## src/rtl/img_proc_pkg.sv

```systemverilog
// img_proc_pkg: shared frame geometry and FSM encodings for the image pipeline.
// READBACK_CHECKSUM_EN adds the CSUM frame state used by image_readback_tx.
package img_proc_pkg;
  localparam int IMG_WIDTH  = 640;
  localparam int IMG_HEIGHT = 480;
  localparam int IMG_PIXELS = IMG_WIDTH * IMG_HEIGHT;
  typedef enum logic [2:0] {
    F_IDLE,
    F_FETCH,
    F_WAIT,
    F_SEND,
`ifdef READBACK_CHECKSUM_EN
    F_CSUM,
`endif
    F_FINISH
  } frame_state_t;
  typedef enum logic [1:0] {S_IDLE, S_START, S_DATA, S_STOP} ser_state_t;
  function automatic int clks_per_bit(input int clk_hz, input int baud);
    return clk_hz / baud;
  endfunction
endpackage

```

## src/rtl/image_readback_tx_if.sv

```systemverilog
// image_readback_tx_if: start/abort control, image buffer read port and serial status of the readback engine.
interface image_readback_tx_if #(parameter int ADDR_WIDTH = 19);
  logic                  start;
  logic                  abort;
  logic [ADDR_WIDTH-1:0] rd_addr;
  logic [7:0]            rd_data;
  logic                  tx;
  logic                  busy;
  logic                  done;
  modport slave  (input start, abort, rd_data, output rd_addr, tx, busy, done);
  modport master (output start, abort, rd_data, input rd_addr, tx, busy, done);
endinterface

```

## src/rtl/uart_tx_serializer.sv

```systemverilog
// uart_tx_serializer: 8N1 byte serializer, LSB first; byte_done pulses on the last stop-bit cycle.
module uart_tx_serializer
  import img_proc_pkg::*;
#(
  parameter int CLKS_PER_BIT = 868
) (
  input  logic       clk,
  input  logic       reset_n,
  input  logic [7:0] byte_in,
  input  logic       byte_valid,
  output logic       byte_done,
  output logic       tx,
  output logic       busy
);
  localparam int CW = $clog2(CLKS_PER_BIT + 1);
  ser_state_t r_state;
  logic [CW-1:0] r_cnt;
  logic [2:0] r_bit;
  logic [7:0] r_shift;
  logic r_tx;
  logic w_last;
  assign w_last    = r_cnt == CW'(CLKS_PER_BIT - 1);
  assign byte_done = r_state == S_STOP && w_last;
  assign busy      = r_state != S_IDLE;
  assign tx        = r_tx;
  always_ff @(posedge clk or negedge reset_n)
    if (!reset_n) begin
      r_state <= S_IDLE;
      r_cnt   <= '0;
      r_bit   <= '0;
      r_shift <= '0;
      r_tx    <= 1'b1;
    end else begin
      r_cnt <= (r_state == S_IDLE || w_last) ? '0 : r_cnt + 1'b1;
      case (r_state)
        S_IDLE: if (byte_valid) begin
          r_state <= S_START;
          r_shift <= byte_in;
          r_tx    <= 1'b0;
        end
        S_START: if (w_last) begin
          r_state <= S_DATA;
          r_bit   <= '0;
          r_tx    <= r_shift[0];
        end
        // r_shift[0] is always the bit currently on the line
        S_DATA: if (w_last) begin
          if (r_bit == 3'd7) begin
            r_state <= S_STOP;
            r_tx    <= 1'b1;
          end else begin
            r_bit   <= r_bit + 1'b1;
            r_shift <= r_shift >> 1;
            r_tx    <= r_shift[1];
          end
        end
        S_STOP: if (w_last) r_state <= S_IDLE;
        default: r_state <= S_IDLE;
      endcase
    end
endmodule

```

## src/rtl/image_readback_tx.sv

```systemverilog
// image_readback_tx: streams every frame pixel from the image buffer out as 8N1 UART bytes in raster order.
// Define READBACK_CHECKSUM_EN to append a modulo-256 sum of the pixel bytes as one extra byte.
module image_readback_tx
  import img_proc_pkg::*;
#(
  parameter int CLOCK_FREQ_HZ = 100_000_000,
  parameter int BAUD_RATE     = 115200,
  parameter int NUM_PIXELS    = IMG_PIXELS,
  parameter int ADDR_WIDTH    = 19
) (
  input logic              clk,
  input logic              reset_n,
  image_readback_tx_if.slave bus
);
  localparam int CLKS_PER_BIT = clks_per_bit(CLOCK_FREQ_HZ, BAUD_RATE);
  localparam logic [ADDR_WIDTH-1:0] LAST_IDX = ADDR_WIDTH'(NUM_PIXELS - 1);
  frame_state_t r_state;
  logic [ADDR_WIDTH-1:0] r_idx;
  logic [ADDR_WIDTH-1:0] r_addr;
  logic r_busy;
  logic r_done;
  logic w_byte_valid;
  logic w_byte_done;
  logic w_ser_busy;
  logic w_tx;
  logic [7:0] w_byte;
`ifdef READBACK_CHECKSUM_EN
  logic [7:0] r_sum;
  assign w_byte_valid = !w_ser_busy && (r_state == F_WAIT || r_state == F_CSUM);
  assign w_byte       = r_state == F_CSUM ? r_sum : bus.rd_data;
`else
  assign w_byte_valid = !w_ser_busy && r_state == F_WAIT;
  assign w_byte       = bus.rd_data;
`endif
  assign bus.rd_addr = r_addr;
  assign bus.tx      = w_tx;
  assign bus.busy    = r_busy;
  assign bus.done    = r_done;
  uart_tx_serializer #(.CLKS_PER_BIT(CLKS_PER_BIT)) u_ser (
    .clk       (clk),
    .reset_n   (reset_n),
    .byte_in   (w_byte),
    .byte_valid(w_byte_valid),
    .byte_done (w_byte_done),
    .tx        (w_tx),
    .busy      (w_ser_busy)
  );
  // rd_addr is loaded on entry to FETCH so registered buffer data is ready in WAIT
  always_ff @(posedge clk or negedge reset_n)
    if (!reset_n) begin
      r_state <= F_IDLE;
      r_idx   <= '0;
      r_addr  <= '0;
      r_busy  <= 1'b0;
      r_done  <= 1'b0;
`ifdef READBACK_CHECKSUM_EN
      r_sum   <= '0;
`endif
    end else begin
      r_done <= 1'b0;
      case (r_state)
        F_IDLE: if (bus.start && !bus.abort) begin
          r_state <= F_FETCH;
          r_busy  <= 1'b1;
          r_idx   <= '0;
          r_addr  <= '0;
`ifdef READBACK_CHECKSUM_EN
          r_sum   <= '0;
`endif
        end
        F_FETCH: r_state <= F_WAIT;
        F_WAIT: begin
          r_state <= F_SEND;
`ifdef READBACK_CHECKSUM_EN
          r_sum   <= r_sum + bus.rd_data;
`endif
        end
        F_SEND: if (w_byte_done) begin
          if (bus.abort) begin
            r_state <= F_IDLE;
            r_busy  <= 1'b0;
          end else if (r_idx == LAST_IDX) begin
`ifdef READBACK_CHECKSUM_EN
            r_state <= F_CSUM;
`else
            r_state <= F_FINISH;
            r_done  <= 1'b1;
`endif
          end else begin
            r_state <= F_FETCH;
            r_idx   <= r_idx + 1'b1;
            r_addr  <= r_idx + 1'b1;
          end
        end
`ifdef READBACK_CHECKSUM_EN
        F_CSUM: if (w_byte_done) begin
          r_state <= F_FINISH;
          r_done  <= 1'b1;
        end
`endif
        F_FINISH: begin
          r_state <= F_IDLE;
          r_busy  <= 1'b0;
          r_addr  <= '0;
        end
        default: r_state <= F_IDLE;
      endcase
    end
endmodule

```

## src/flat_wrapper.sv

```systemverilog
// flat-port wrapper written by rule: the top's interface ports become plain ports
module image_readback_tx_flat import img_proc_pkg::*;
#(
  parameter int CLOCK_FREQ_HZ = 100_000_000,
  parameter int BAUD_RATE     = 115200,
  parameter int NUM_PIXELS    = IMG_PIXELS,
  parameter int ADDR_WIDTH    = 19
)
  (clk, reset_n, bus_start, bus_abort, bus_rd_data, bus_rd_addr, bus_tx, bus_busy, bus_done);
  image_readback_tx_if #(.ADDR_WIDTH(ADDR_WIDTH)) bus_i ();
  input logic clk;
  input logic reset_n;
  input wire logic [$bits(bus_i.start)-1:0] bus_start;
  input wire logic [$bits(bus_i.abort)-1:0] bus_abort;
  input wire logic [$bits(bus_i.rd_data)-1:0] bus_rd_data;
  output wire logic [$bits(bus_i.rd_addr)-1:0] bus_rd_addr;
  output wire logic [$bits(bus_i.tx)-1:0] bus_tx;
  output wire logic [$bits(bus_i.busy)-1:0] bus_busy;
  output wire logic [$bits(bus_i.done)-1:0] bus_done;
  assign bus_i.start = bus_start;
  assign bus_i.abort = bus_abort;
  assign bus_i.rd_data = bus_rd_data;
  assign bus_rd_addr = bus_i.rd_addr;
  assign bus_tx = bus_i.tx;
  assign bus_busy = bus_i.busy;
  assign bus_done = bus_i.done;
  image_readback_tx #(.CLOCK_FREQ_HZ(CLOCK_FREQ_HZ), .BAUD_RATE(BAUD_RATE), .NUM_PIXELS(NUM_PIXELS), .ADDR_WIDTH(ADDR_WIDTH)) u_core (.clk(clk), .reset_n(reset_n), .bus(bus_i));
endmodule
```

## config.mk

```make
export PLATFORM = sky130hd
export DESIGN_NAME = image_readback_tx_flat
export DESIGN_NICKNAME = d
export VERILOG_FILES = /design/src/rtl/img_proc_pkg.sv /design/src/rtl/image_readback_tx_if.sv /design/src/rtl/uart_tx_serializer.sv /design/src/rtl/image_readback_tx.sv /design/src/flat_wrapper.sv
export SDC_FILE = /design/constraint.sdc
export NUM_CORES = 1
export LEC_CHECK = 0
export ABC_AREA = 1
export BUFFER_PORTS_ARGS = -buffer_cell sky130_fd_sc_hd__buf_2
export CAP_MARGIN = 20
export CORE_AREA = 4 4 101 103
export DETAILED_ROUTE_END_ITERATION = 10
export DIE_AREA = 0 0 105 107
export PLACE_DENSITY = 0.71
export SETUP_SLACK_MARGIN = 0.2
export SLEW_MARGIN = 20
export SYNTH_ARGS = -nofsm -noshare
export SYNTH_HDL_FRONTEND = slang
export SYNTH_HIERARCHICAL = 1
export SYNTH_SLANG_ARGS = --single-unit
```

## constraint.sdc

```tcl
create_clock -name clk -period 2.1 [get_ports clk]
set_clock_uncertainty 0.1 [all_clocks]
set_input_delay 0.315 -clock clk [delete_from_list [all_inputs] [get_ports clk]]
set_output_delay 0.315 -clock clk [all_outputs]
set_load 0.005 [all_outputs]
```

; ---- After elaboration in Yosys (flattened, before gate mapping)
; Index checks and enable logic that the tools add are counted.
; Widths: inputs -> output; s select.
[op_classes]
n_eq_ne = 21
n_reduce_logical = 22
shift = 0
mux = 39
n_div = 0
order_cmp = 0
addsub = 3
mul = 0
bitwise_logic = 0
[op_table]
columns = op, count
row1 = $mux 19, 4
row2 = $pmux 19 s3, 1
row3 = $pmux 19 s2, 1
row4 = $mux 8, 3
row5 = $mux 3, 7
row6 = $ne 2x2->1 const B, 10
row7 = $add 19x1->19 const B, 1
row8 = $eq 19x19->1 const B, 1
row9 = $pmux 8 s2, 1
row10 = $reduce_and 4->1, 4
row11 = $reduce_and 5->1, 3
row12 = $pmux 3 s4, 1
row13 = $mux 1, 11
row14 = $add 10x1->10 const B, 1
row15 = $eq 10x10->1 const B, 1
row16 = $mux 10, 1
row17 = $mux 2, 5
row18 = $pmux 2 s4, 1
row19 = $reduce_bool 2->1, 4
row20 = $eq 3x2->1 const B, 2
row21 = $eq 3x3->1 const B, 2
row22 = $pmux 1 s3, 2
row23 = $pmux 3 s2, 1
row24 = $reduce_bool 3->1, 2
row25 = other kinds (11), 15
[word_totals]
input_bits = 12
register_bits = 67
ramBits = 0
latch_bits = 0
output_inout_bits = 22
mem_bits_ro = 0
memories = 0
wordCells = 95

; ---- Logic depth before layout (Yosys ltp)
[logic_depth]
word_depth = 5
ltp_mapped = 14
depth_no_buf = 13

; ---- Hierarchy
; The synthesis kept the hierarchy.
[modules_own_cells]
columns = mod, instances, area_per_inst_um2, seq_area_each_um2, cells_each
row1 = image_readback_tx, 1, 2301.0, 1076.0, 303
row2 = uart_tx_serializer, 1, 1351.3, 601.8, 170

; ---- Worst setup path after synthesis
; No wires, ideal clock.
[synth_path]
kind = reg2reg
start = register u_core.u_ser.r_cnt[0]
end = register u_core.r_idx[18]
n_path_buf = 1
period_less_slack_ns = 2.135
stages_incl_launch_ff = 15
t_required_ns = 1.935
t_arrival_ns = 1.970
setup_time_ns = 0.065
slack_ns = -0.035
cell_sequence = dfrtp_1 -> ha_1 -> nand2_1 -> nor2_1 -> nand3_4 -> nor2_1 -> inv_1 -> nand2_1 -> nand2_2 -> nor2_8 -> nand2_2 -> a21oi_4 -> buf_12 -> nand2_2 -> nand2_1
[synth_between]
elab_chain_cells = 4
[synth_rtl]
columns = element, line_no
row1 = from (decl), uart_tx_serializer.sv:17  ; logic [CW-1:0] r_cnt;
row2 = from (signal assigned), uart_tx_serializer.sv:34  ; r_cnt <= (r_state == S_IDLE || w_last) ? '0 : r_cnt + 1'b1;
row3 = $eq 10x10->1, uart_tx_serializer.sv:22  ; assign w_last = r_cnt == CW'(CLKS_PER_BIT - 1);
row4 = $logic_and 1x1->1, uart_tx_serializer.sv:23  ; assign byte_done = r_state == S_STOP && w_last;
row5 = net u_core.w_byte_done, image_readback_tx.sv:23  ; logic w_byte_done;
row6 = $ne 2x2->1 (no line), -
row7 = $reduce_and 5->1 (no line), -
row8 = to (signal assigned), image_readback_tx.sv:91  ; r_idx <= r_idx + 1'b1;
row9 = to (decl), image_readback_tx.sv:18  ; logic [ADDR_WIDTH-1:0] r_idx;
; The timed path passes the listed nets, and every way through them passes these cells.
; A chain may end at the register's enable or synchronous reset.

; ---- Worst setup path in the final report
[layout_path]
start = register u_core.u_ser.r_cnt[0]
end = register u_core.u_ser.r_shift[4]
[layout_between]
elab_chain_cells = 3
[layout_rtl]
columns = element, line_no
row1 = $eq 10x10->1, uart_tx_serializer.sv:22
row2 = $ne 2x2->1 (no line), -
row3 = $reduce_and 4->1 (no line), -
row4 = to (signal assigned), uart_tx_serializer.sv:38  ; r_shift <= byte_in;
row5 = to (signal assigned), uart_tx_serializer.sv:53  ; r_shift <= r_shift >> 1;
row6 = to (decl), uart_tx_serializer.sv:19  ; logic [7:0] r_shift;
; Every way passes these cells.

==> impl_metrics.toml <==
[synth]
yosysSeqAreaShare_pct = 45.94
synth_area_leader_cell = "dfrtp_1"
synth-seq-cells = 67
synthArstFlopShare_pct = 100.0
synth_area_per_cell_um2 = 7.721
synth.most_common_cell = "nand2_1"
yosysUniqueCellTypes = 33
synth_flop_cell = "dfrtp_1"
synth-xor-area-share_pct = 1.439
synth_top_family_by_area = "simple AND/OR/NAND/NOR gates"
synth.mux.area_fraction_pct = 0
synth_common_cells = "nand2_1, dfrtp_1, nor2_1"
synth-simple-area-share_pct = 37.86
syn-num-nets = 494
synth-compound-area-share_pct = 5.516
yosysWarnings = 6
synth_area_leaders = "dfrtp_1, nand2_1, nor2_1, inv_1, ha_1"
synthAdderAreaFrac_pct = 3.083
syn_inst = 473
syn_area_mm2 = 0.003652
synth_top_area_share_pct = 45.22
synth-edff-count = 0

[place]
portBuffers = 33
dp_hpwl_mm = 5.868
place_area_mm2 = 0.004041
placed_cells = 623
gp_congestion = 0.8640

[floorplanning]
fp.dieH_um = 107
row_count = 35
io_pins = 34
die-area_mm2 = 0.01124
die_w_um = 105
initial_utilization_pct = 39.71
core_area_mm2 = 0.009196

[pwr]
fin_total_pwr_mw = 5.244
p_sw_share_pct = 43.19
powerDensity_mw_per_mm2 = 1142
p_leak_nw = 2.364
p_comb_share_pct = 49.3
netSwitchingPower_mw = 2.265
power.share.sequential_pct = 32.0
p_clk_share_pct = 18.6
p_int_mw = 2.979
max-vdd-ir-drop_uv = 601.3

[critical_path]
worstPathArrival_ns = 2.12
cp_slowest_cell = "dfrtp_1"
crit_type = "flop to flop"
endpoint_kind = "flop"
crit_required_ns = 2.24
worstPathMaxFanout = 8
path_cells = "ha_2, nand2_2, nor2_4, nand3_4, buf_4, buf_6, buf_6, a21oi_4, nand2_4, nand2_2, nand2_1"
critPathLaunchType = "flop"
cp_slowest_stage_delay_ns = 0.37

[timing]
worst_pin_slew_ns = 0.6397
finalCritPeriodShare_pct = 94.58
max-slew-margin-rel_pct = 57.35
report.final.slew_viol_count = 0
timing.hold.ws_ns = 0.1593
setup_viol = 0
period_needed_ns = 1.986
fmax_ghz = 0.5035
hold_violations = 0
rsz0062_at_grt = "yes"

[layout]
num-fill-cells = 879
syn2layout_area_growth_pct = 25.76
instances_no_fill = 669
design_area_mm2 = 0.004593
diodes = 0
drive_gt1_share_pct = 26.88
fin_nets = 574
fin_util_pct = 49.95

[drt]
avgRoutedWirePerCell_um = 13.65
drtAntennaViolNets = 0
vias_per_cell = 4.940
drt-initial-drc-count = 151
num_vias = 3305
dr.pass1.iters = 4
drc_errors = 0
wirelength_mm = 9.131

[cts]
cts_tree = "built"
cts_sinks = 67
cts_buffer_depth = 2
htreeDepth = 3
clock_latency_ns = 0.34
cts_root_buffer = "clkbuf_8"
numCtsBuffers = 9
path_clk_slew_ns = 0.07

[grt]
grt_remaining_overflow = 0
antenna_found_initial = 0
grt_pass1_wl_mm = 15.01
grt_max_degree = 26
grt_use_total_pct = 16.37
first_global_vias = 3285

[run]
cap_violations = 0

[run_status]
status = "complete, no violations"

[min_path]
hold_path_class = "input pin to flop"
==> registers in the layout (all words and copies together) (netlist names) <==
signal                count
u_core/bus.busy           1
u_core/bus.done           1
u_core/bus.rd_addr       19
u_core/r_idx             19
u_core/r_state            3
u_core/u_ser/r_bit        3
u_core/u_ser/r_cnt       10
u_core/u_ser/r_shift      8
u_core/u_ser/r_state      2
u_core/u_ser/tx           1
==> layout make-up <==
| class | count | area [µm²] | area share [%] |
|---|---|---|---|
| Tap cell | 111 | 138.9 | 3.024 |
| Sequential cell | 67 | 1678 | 36.53 |
| Clock buffer | 12 | 155.1 | 3.378 |
| Multi-Input combinational cell | 361 | 1911 | 41.60 |
| Inverter | 40 | 150.1 | 3.269 |
| Timing Repair Buffer | 74 | 535.5 | 11.66 |
| Clock inverter | 4 | 25.02 | 0.5448 |
==> metrics by stage <==
stage                     worst slack (ns)  TNS [ns]
final                               0.1138         0
after global routing              -0.01697  -0.02697
after detailed placement           0.01075         0
after CTS                          0.07704         0
after floorplan                    0.05024         0
after global placement              0.1003         0
==> routing by layer <==
metal | global-route usage [%] | up-vias | wire (µm)
met5 | 0 | - | 0
met4 | 8.247 | 0 | 242
met3 | 3.733 | 27 | 378
met2 | 27.77 | 80 | 4450
met1 | 19.49 | 1545 | 4061
li1 | - | 1653 | -
==> final timing paths <==
| kind | startpoint | cells after the start | slack, ns | endpoint |
|---|---|---|---|---|
| worst max register to register | u_core/u_ser/r_cnt[0]$_DFF_PN0_ | 11 | 0.11 | u_core/u_ser/r_shift[4]$_DFFE_PN0P_ |
| worst max-delay path | u_core/u_ser/r_cnt[0]$_DFF_PN0_ | 11 | 0.11 | u_core/u_ser/r_shift[4]$_DFFE_PN0P_ |
| worst min-delay path | bus_rd_data[7] | 3 | 0.16 | u_core/u_ser/r_shift[7]$_DFFE_PN0P_ |
| max in group asynchronous | reset_n | 3 | 0.92 | u_core/r_idx[14]$_DFFE_PN0P_ |
| min in group asynchronous | reset_n | 2 | 0.42 | u_core/u_ser/r_cnt[2]$_DFF_PN0_ |
| worst min register to register | u_core/bus.rd_addr[13]$_DFFE_PN0P_ | 2 | 0.37 | u_core/bus.rd_addr[13]$_DFFE_PN0P_ |
==> timing repair <==
| action | in CTS | in global routing |
|---|---|---|
| gates cloned | 3 | 0 |
| endpoints found under the setup margin | 38 | 57 |
| hold endpoints to repair | 22 | 0 |
| hold buffers | 1 | 0 |
| pin swaps | 12 | 12 |
| buffers inserted | 17 | 9 |
| resized for setup | 9 | 26 |
==> power by group through the flow <==
stage | combinational, mW | clock [mW] | sequential [mW]
after floorplan | 1.54 | 0 | 1.67
after global placement | 1.98 | 0 | 1.68
after detailed placement | 2.02 | 0 | 1.69
after CTS | 2.31 | 1.01 | 1.67
after global routing | 2.88 | 1.07 | 1.70
final | 2.59 | 0.977 | 1.68
==> cells by family after synthesis <==
logic type | after synthesis
AO/OA/AOI/OAI | 32
adder cells (fa/ha/maj) | 9
flip-flops | 67
buffers and inverters | 48
AND/OR/NAND/NOR | 311
XOR/XNOR | 6
==> placed cells by master, fill, tap and decap left out, types with 6 or more instances in the layout <==
cell type | netlist | layout
nand2_2 | 15 | 26
nand2_1 | 186 | 170
clkbuf_8 | 0 | 11
nand3_1 | 13 | 13
nand4_1 | 13 | 13
inv_1 | 37 | 35
ha_1 | 9 | 8
nor2_4 | 4 | 6
nor2_1 | 59 | 57
xor2_1 | 6 | 6
buf_4 | 0 | 31
nand3_4 | 3 | 6
o21ai_0 | 10 | 10
a21oi_1 | 10 | 10
dfrtp_1 | 66 | 66
nor3_1 | 7 | 6
buf_2 | 0 | 33
buf_6 | 2 | 6
==> worst max-delay path: cells and delay by family (launching register included) <==
family,cells,cell delay (ns)
compound gates,1,0.27
buf+inv,3,0.37
simple gates,6,0.58
flops,1,0.37
fa+ha+maj,1,0.19
No activity file was read; power rests on OpenSTA's default activity.
